[config.mk]
export PLATFORM = sky130hd
export DESIGN_NAME = demux_1x8_deser
export DESIGN_NICKNAME = d
export VERILOG_FILES = /design/src/rtl/demux_1x8_deser.sv
export SDC_FILE = /design/constraint.sdc
export NUM_CORES = 1
export LEC_CHECK = 0
export ABC_AREA = 1
export CAP_MARGIN = 20
export CELL_PAD_IN_SITES_DETAIL_PLACEMENT = 1
export CELL_PAD_IN_SITES_GLOBAL_PLACEMENT = 1
export CORE_UTILIZATION = 38
export DETAILED_ROUTE_END_ITERATION = 10
export PLACE_DENSITY = 0.82
export SYNTH_ARGS = -nofsm -noshare
export SYNTH_HDL_FRONTEND = slang
export SYNTH_SLANG_ARGS = --single-unit
[constraint.sdc]
create_clock -name clk -period 1.7 [get_ports clk]
set_clock_uncertainty 0.1 [all_clocks]
set_input_delay 0.255 -clock clk [delete_from_list [all_inputs] [get_ports clk]]
set_output_delay 0.255 -clock clk [all_outputs]
set_load 0.02 [all_outputs]
[src/rtl/demux_1x8_deser.sv]
// Serial-to-parallel 1:8 demux: collects eight accepted bits into a byte and
// offers it on a valid/ready output, with one byte of extra hold space.
//
// state | meaning
// IDLE  | sel = 0, no partial byte held
// FILL  | 1..7 bits held in the assembly buffer
// FULL  | complete byte waiting in the assembly buffer, output register occupied
module demux_1x8_deser #(
  parameter bit MSB_FIRST = 1'b0
) (
  input  logic       clk,
  input  logic       reset,
  input  logic       in_bit,
  input  logic       in_valid,
  output logic       in_ready,
  input  logic       abort,
  output logic [7:0] out_data,
  output logic       out_valid,
  input  logic       out_ready,
  output logic [2:0] sel,
  output logic [7:0] byte_count
);

  typedef enum logic [1:0] {IDLE, FILL, FULL} state_t;

  state_t     state, state_nxt;
  logic [7:0] asm_buf, asm_nxt, filled;
  logic [7:0] od_nxt;
  logic [2:0] sel_nxt, pos;
  logic       ov_nxt, xfer, deliver;

  assign in_ready = (state != FULL);
  assign xfer     = in_valid & in_ready & ~abort;
  assign deliver  = out_valid & out_ready;
  assign pos      = MSB_FIRST ? (3'd7 - sel) : sel;

  always_comb begin
    filled      = asm_buf;
    filled[pos] = in_bit;
  end

  always_comb begin
    state_nxt = state;
    sel_nxt   = sel;
    asm_nxt   = asm_buf;
    od_nxt    = out_data;
    ov_nxt    = out_valid & ~out_ready;
    if (abort) begin
      // The output side is untouched: a same-cycle delivery still completes.
      state_nxt = IDLE;
      sel_nxt   = 3'd0;
      asm_nxt   = 8'h00;
    end else if (state == FULL) begin
      if (out_ready) begin
        od_nxt    = asm_buf;
        ov_nxt    = 1'b1;
        asm_nxt   = 8'h00;
        state_nxt = IDLE;
      end
    end else if (xfer) begin
      sel_nxt = sel + 3'd1;
      if (sel == 3'd7) begin
        if (!out_valid || out_ready) begin
          od_nxt    = filled;
          ov_nxt    = 1'b1;
          asm_nxt   = 8'h00;
          state_nxt = IDLE;
        end else begin
          asm_nxt   = filled;
          state_nxt = FULL;
        end
      end else begin
        asm_nxt   = filled;
        state_nxt = FILL;
      end
    end
  end

  always_ff @(posedge clk or posedge reset) begin
    if (reset) state <= IDLE;
    else       state <= state_nxt;
  end

  // Buffer is cleared whenever a byte leaves it, so unwritten bits read 0.
  always_ff @(posedge clk or posedge reset) begin
    if (reset) begin
      sel        <= 3'd0;
      asm_buf    <= 8'h00;
      out_data   <= 8'h00;
      out_valid  <= 1'b0;
      byte_count <= 8'h00;
    end else begin
      sel        <= sel_nxt;
      asm_buf    <= asm_nxt;
      out_data   <= od_nxt;
      out_valid  <= ov_nxt;
      if (deliver) byte_count <= byte_count + 8'd1;
    end
  end

endmodule

# Yosys cells after proc, flatten, opt, wreduce, memory -nomap -nowiden
# Index checks and enable logic that the tools add are counted.
dict set report classes {
  add_sub_neg 2
  magnitude_cmp 2
  eq_ne 6
  n_mux 29
  bitwise 6
  reduce_logical 11
}
# op n
set ops {}
lappend ops {{$mux 8} 11}
lappend ops {{$mux 2} 6}
lappend ops {{$mux 3} 3}
lappend ops {{$add 8x1->8 const B} 1}
lappend ops {{$bwmux 8} 1}
lappend ops {{$reduce_bool 2->1} 4}
lappend ops {{$mux 1} 7}
lappend ops {{$ne 2x2->1 const B} 3}
lappend ops {{$reduce_and 5->1} 1}
lappend ops {{$and 1x1->1} 4}
lappend ops {{$lt 3x4->1 const B} 1}
lappend ops {{$reduce_and 2->1} 2}
lappend ops {{$add 3x1->3 const B} 1}
lappend ops {{$demux 1 s3} 1}
lappend ops {{$eq 3x3->1 const B} 1}
lappend ops {{$ge 3x1->1 const B} 1}
lappend ops {{$ne 3x3->1 const B} 1}
lappend ops {{$reduce_bool 3->1} 1}
lappend ops {{$eq 2x2->1 const B} 1}
lappend ops {{$not 1->1} 2}
lappend ops {{$logic_and 1x1->1} 1}
lappend ops {{$logic_not 1->1} 1}
lappend ops {{$logic_or 1x1->1} 1}
dict set report word_totals {
  regBits 30
  wordCells 62
}

# Longest topological paths before layout
# Gate-level depths: netlist (run 1).
dict set report depth {
  depth_word 10
  depth_mapped 9
}

# Worst setup path after synthesis (run 1)
# Ideal clock, no wire load.
dict set report synth_timing {
  path_kind {register -> register}
  startpoint {register sel[0]}
  endpoint {register out_data[2]}
  setup_time_ns 0.116
  arrival_time_ns 1.377
  required_ns 1.484
  setup_slack_ns 0.107
  stages_incl_launch_ff 9
  n_path_buf 0
  period_less_slack_ns 1.593
  path_cell_list {dfrtp_1 ha_1 ha_1 nand2_1 nand2_1 nand3_4 clkinv_4 nand2_1 nand2_1}
}
dict set report synth_via {
  elab_chain_len 9
  word_cells_on_any_way 13
  cone_classes {order compare (2); eq/ne (1); mux (7); reduce/logical (3)}
}
# item line_no
set synth_lines {}
lappend synth_lines {{start: declaration} 20} ;# output logic [2:0] sel,
lappend synth_lines {{start signal: assignment} 93} ;# sel <= sel_nxt;
lappend synth_lines {{$lt 3x4->1 (not written as such) / $ge 3x1->1 (equally long branches)} 39} ;# filled[pos] = in_bit;
lappend synth_lines {{$logic_and 1x1->1 (not written as such)} 39}
lappend synth_lines {{$mux 1 (not written as such)} 39}
lappend synth_lines {{$demux 1 s3} 39}
lappend synth_lines {{$bwmux 8} 39}
lappend synth_lines {{$mux 8} 63} ;# if (!out_valid || out_ready) begin
lappend synth_lines {{$mux 8} 62} ;# if (sel == 3'd7) begin
lappend synth_lines {{$mux 8} 60} ;# end else if (xfer) begin
lappend synth_lines {{$mux 8} 53} ;# end else if (state == FULL) begin
lappend synth_lines {{end signal: assignment} 95} ;# out_data <= od_nxt;
lappend synth_lines {{end: declaration} 17} ;# output logic [7:0] out_data,
# Several ways; a longest one is shown, not always the timed one. The select of a mux whose other input is x is not followed.
# A chain may end at the register's enable or synchronous reset.

# Worst setup path in the final report (run 1)
dict set report layout_timing {
  startpoint {register byte_count[5]}
  endpoint {output byte_count[5]}
}
# item line_no
set layout_lines {}
lappend layout_lines {{start: declaration} 21} ;# output logic [7:0] byte_count
lappend layout_lines {{start signal: assignment} 97} ;# if (deliver) byte_count <= byte_count + 8'd1;
# No word-level cell between the ends.

==> results.yml, run 1 <==
logic_synthesis:
  yosysTopAreaCellShare_pct: 45.0
  synth_cell_types: 26
  syn_nets: 226
  synth_area_per_cell_um2: 7.69
  yosysTopAreaCell: "dfrtp_1"
  synth_seq_area_share_pct: 45.0
  netlist_top_cells_area: "dfrtp_1 (45%), nand2_1 (19%), nand3_1 (7.8%)"
  ys_ff_latch: 30
  syn_inst: 217
  yosysWarningCount: 0
  syn_area_mm2: 0.00167
cells_and_area:
  finalInstanceArea_mm2: 0.00217
  final_common_cell: "nand2_1"
  layout.nets: 267
  insertedDiodeCount: 0
  layout_common_cells: "nand2_1 (83), inv_1 (31), dfrtp_1 (30), nand3_1 (26), clkdlybuf4s50_1 (17)"
  syn_to_final_growth_pct: 29.8
  layout-drive-gt1-share_pct: 13.5
setup_path:
  crit_slowest_cell: "clkdlybuf4s50_1"
  crit_chain: "clkdlybuf4s50_1"
  crit_fanout: 4
  critPathLaunchType: "flip-flop"
  max_stage_delay_ns: 0.62
  critical_path_arrival_ns: 1.29
  crit_path_end_kind: "output port"
  crit_buf_inv: 1
  critPathKind: "reg2out"
  required_ns: 1.34
  critical-path-top-delay-family: "buffers and inverters"
global_route:
  grt_pass1_wl_um: 6890
  grt_remaining_overflow: 0
  grt_max_degree: 31
  grt_usage_pct: 20.5
  grt_pass1_vias: 1476
  antenna_found_initial: 0
clocking:
  clockBufferDepth: 2
  cts.sinks: 30
  hold_buffers: 0
  clk_pin_slew_worst_paths_ns: 0.07
  htreeDepth: 2
  numCtsBuffers: 5
  clk_latency_ns: 0.28
  cts_root_buf: "clkbuf_8"
  cts_tree: "built"
placement:
  placement.io_buffers: 26
  dp_hpwl_um: 3040
  gp_congestion: 0.791
  dpl_cell_area_mm2: 0.00205
floorplanning:
  die_x_um: 68.3
  start_util_pct: 40.6
  dieArea_mm2: 0.00466
  coreArea_mm2: 0.00412
  pin_count: 27
  rows: 23
  die_h_um: 68.3
min_path:
  hold_path.class: "in2async"
outcome:
  outcome: "complete, no violations"
detailed_routing:
  ant_nets: 0
  drc: 0
  dr.pass1.iters: 2
  via_per_inst: 4.92
  routed_wl_um: 4150
  num_vias: 1519
  wl_per_cell_um: 13.4
  drtIter0Drc: 45
power_and_ir_drop:
  ir_worst_vdd_v: 0.000392
  leakage_nw: 1.24
  power_density_mw_per_mm2: 747
  total_power_mw: 1.62
sta:
  tightest_slew_ns: 0.413
  max_freq_ghz: 0.606
  post-route-period-util_pct: 97.0
  post-route-min-period_ns: 1.65
  relSlewSlack_pct: 72.5
  grt_setup_unrepaired: "false"
  final_hold_viol_count: 0
  setup_viol: 0
  tns_ns: 0
  slew_violations: 0
run:
  drv_cap: 0
-- registers in the layout, summed over array words and instances (netlist names) --
register / count
sel: 3
out_data: 8
byte_count: 8
out_valid: 1
state: 2
asm_buf: 8
-- synth_stat cells (all sizes together) --
cell type / instances
o22ai: 1
o21ai: 6
clkinv: 1
nand4: 8
ha: 3
nor3: 2
nor2: 6
o21bai: 1
inv: 33
mux2: 1
nand3: 27
xnor2: 1
nand2: 88
xor2: 4
buf: 5
dfrtp: 30
-- area by class of cell --
cell class | instances | area [µm²]
Inverter | 34 | 135
Sequential cell | 30 | 751
Tap cell | 50 | 62.6
Clock buffer | 7 | 86.3
Timing Repair Buffer | 39 | 365
Fill cell | 523 | 1950
Multi-Input combinational cell | 148 | 761
Clock inverter | 1 | 5.00
-- metal layers --
layer | track usage, % | up-vias | share of wire (%)
met1 | 24.8 | 734 | 46
met5 | 0 | - | 0
met4 | 7.03 | 0 | 0.82
met2 | 35.9 | 23 | 50
met3 | 4.00 | 4 | 2.7
li1 | - | 758 | -
-- cell families after synthesis --
kind of cell             count (synthesis)  share of synthesized area (%)
AND/OR/NAND/NOR                        131                           37.0
buffers and inverters                   39                           9.60
multiplexers                             1                          0.675
XOR/XNOR                                 5                           2.62
adder cells (fa/ha/maj)                  3                           2.25
AO/OA/AOI/OAI                            8                           2.85
flip-flops                              30                           45.0
-- report_power, final --
group          switching [mW]  leakage [nW]  total (mW)  internal (mW)
clock network           0.286        0.0482       0.612          0.327
logic                   0.156         0.791       0.248         0.0919
registers              0.0189         0.399       0.757          0.738
-- final timing paths --
| kind | from | end | slack (ns) | depth (start not counted) |
|---|---|---|---|---|
| worst max-delay path | byte_count[5] | byte_count[5] | 0.05 | 1 |
| worst min-delay path | reset | byte_count[1] | 0.27 | 3 |
| worst max register to register | state[0] | out_data[7] | 0.09 | 9 |
| worst min register to register | out_data[5] | out_data[5] | 0.38 | 2 |
| max in group asynchronous | reset | asm_buf[2] | 0.93 | 3 |
| min in group clk | out_data[5] | out_data[5] | 0.38 | 2 |
-- repair_timing --
action / in CTS / in global routing
buffers inserted: 0 / 1
setup endpoints to repair: 5 / 16
hold endpoints to repair: 0 / 0
gates resized for setup: 5 / 7
pin swaps: 0 / 1
-- metrics by stage --
step / utilization [%] / instances / setup slack [ns] / hold WS (ns)
floorplan: - / 217 / 0.107 / 0.246
global placement: 49.9 / 300 / 0.0452 / 0.364
detailed placement: 49.9 / 300 / -0.0414 / 0.365
CTS: 52.0 / 308 / 0.0203 / 0.287
global route: 52.6 / 309 / 0.00514 / 0.337
finish: 52.6 / 309 / 0.0508 / 0.271
(Power assumes the default switching activity.)
==> inputs of run 2 (changes only) <==
Settings changed: CAP_MARGIN 20 to unset.
==> results of run 2 <==
No change in the layout: final DEF, timing and power equal those of run 1.
==> RTL change (settings of run 2) <==
Set the parameter `MSB_FIRST` to 1'b1 (it was 1'b0).
--- a/src/rtl/demux_1x8_deser.sv
+++ b/src/rtl/demux_1x8_deser.sv
@@ -6,7 +6,7 @@
 // FILL  | 1..7 bits held in the assembly buffer
 // FULL  | complete byte waiting in the assembly buffer, output register occupied
 module demux_1x8_deser #(
-  parameter bit MSB_FIRST = 1'b0
+  parameter bit MSB_FIRST = 1'b1
 ) (
   input  logic       clk,
   input  logic       reset,
Check against the original RTL: not equivalent (Yosys sat finds a counterexample within 10 cycles, from zero or initial values and one cycle with reset high).
==> RTL change against run 2 <==
Worst setup slack worse by 7.8 ps. First-iteration DRC count up 76%. Final area down 2.1%. Area after synthesis down 1.3%. Total power up 4.0%. Clock power up 22%. Sequential cell count unchanged. Maximum frequency down 0.47%. Wire length up 4.2%.
==> RTL change: results (changes against run 2) <==
Worst slew margin=0.739 (was 0.725); Multi-input gate area=763 sq um (was 761 sq um); FF-to-FF Start=sel[0]$_DFFE_PP0P_ (was state[0]$_DFFE_PP0P_); placed instance count=290 (was 300); DPL Wire Length=3130 microns (was 3040 microns); fraction of synthesized area in multiplexers=0 (was 0.00675); layout cell share with drive strength beyond 1=0.158 (was 0.135); initial antenna violation count=0 (unchanged); vias in the first global route=1,566 (was 1,476); LEAKAGE=0.00115 uW (was 0.00124 uW); Worst VDD drop=0.665 mV (was 0.392 mV); Warnings, synthesis=0 (unchanged); Mapped Nets=219 (was 226); initial DRC count=79 (was 45); Largest stage delay, worst path=620 ps (about the same); Avg Cell Area, Syn=7.84 sq um (was 7.69 sq um); Non-Filler Instances=297 (was 309); wl on met1=1910 microns (was 1920 microns); first-pass GRT wire length=7290 microns (was 6890 microns); Setup WS pre-CTS=-4.66 ps (was -41.4 ps); CP startpoint=byte_count[1]$_DFFE_PP0P_ (was byte_count[5]$_DFFE_PP0P_); r2r worst-path depth=6 (was 9); Distinct cells, synth=23 (was 26); met3 global-route usage=0.0583 (was 0.0400); Filler Cells Inserted=520 (was 523); Pint=1270 uW (was 1160 uW); complex-gate fraction of the synthesized area=0.0403 (was 0.0285); met2 wire length=2210 microns (was 2080 microns); Pre-Repair DR Iteration Count=5 (was 2); largest cells by area after synthesis=dfrtp_1, nand2_1, nand3_1 (unchanged); Routed WL=4330 microns (was 4150 microns); Worst Path Arrival=between 1000 and 1500 ps; IO buf count=26 (unchanged); dpl cell area=0.00200 sq mm (was 0.00205 sq mm); Met3 Routed Length=131 microns (was 114 microns); CTS Buffer Depth=2 (unchanged); post-synthesis sequential area ratio=0.456 (was 0.450); commonest cells in the netlist=nand2_1, dfrtp_1, nand3_1, inv_1, nand4_1 (was nand2_1, inv_1, dfrtp_1, nand3_1, nand4_1); internal reg-to-reg setup slack=150 ps (was 90 ps); Vias/cell=5.07 (was 4.92); worst setup path endpoint=byte_count[1] (was byte_count[5]); status=finished, final reports clean (unchanged); xor-xnor portion of the synthesized cell area=0.0213 (was 0.0262); gp weighted congestion=0.837 (was 0.791); post-synthesis adder-cell area fraction=0.0228 (was 0.0225); GR Util met2=0.387 (was 0.359); hold crit path type=primary input to async pin (unchanged); Layout Nets=256 (was 267); hold slack=250 ps (was 271 ps); post-CTS resize count=4 (was 5); met1 Resource Use GR=0.259 (was 0.248)
-- RTL change: changes by cell type after synthesis, sizes merged, moves of 4 or more --
cell	change
nand2	-8
inv	-6
nand4	+6
o21ai	+6
nand3	-4
nor2	+4
-- RTL change: cell families (layout without fill, tap and decap cells) --
family,count (synthesis),in the layout
buffers and inverters,31,68
adder cells (fa/ha/maj),3,3
AND/OR/NAND/NOR,129,129
AO/OA/AOI/OAI,13,13
flip-flops,30,30
XOR/XNOR,4,4
-- RTL change: layout make-up --
class | instances | share of cell area
clock buffer | 6 | 0.0389
clock inverter | 1 | 0.0142
inverter | 27 | 0.0501
multi-input combinational | 149 | 0.360
sequential | 30 | 0.354
tap | 50 | 0.0295
timing repair buffer | 34 | 0.153
-- RTL change: power by group through the flow --
stage	clock (uW)	combinational, uW	sequential (uW)
global route	791	209	749
CTS	760	190	747
detailed placement	0	187	760
finish	748	187	747
floorplan	0	101	770
global placement	0	180	759
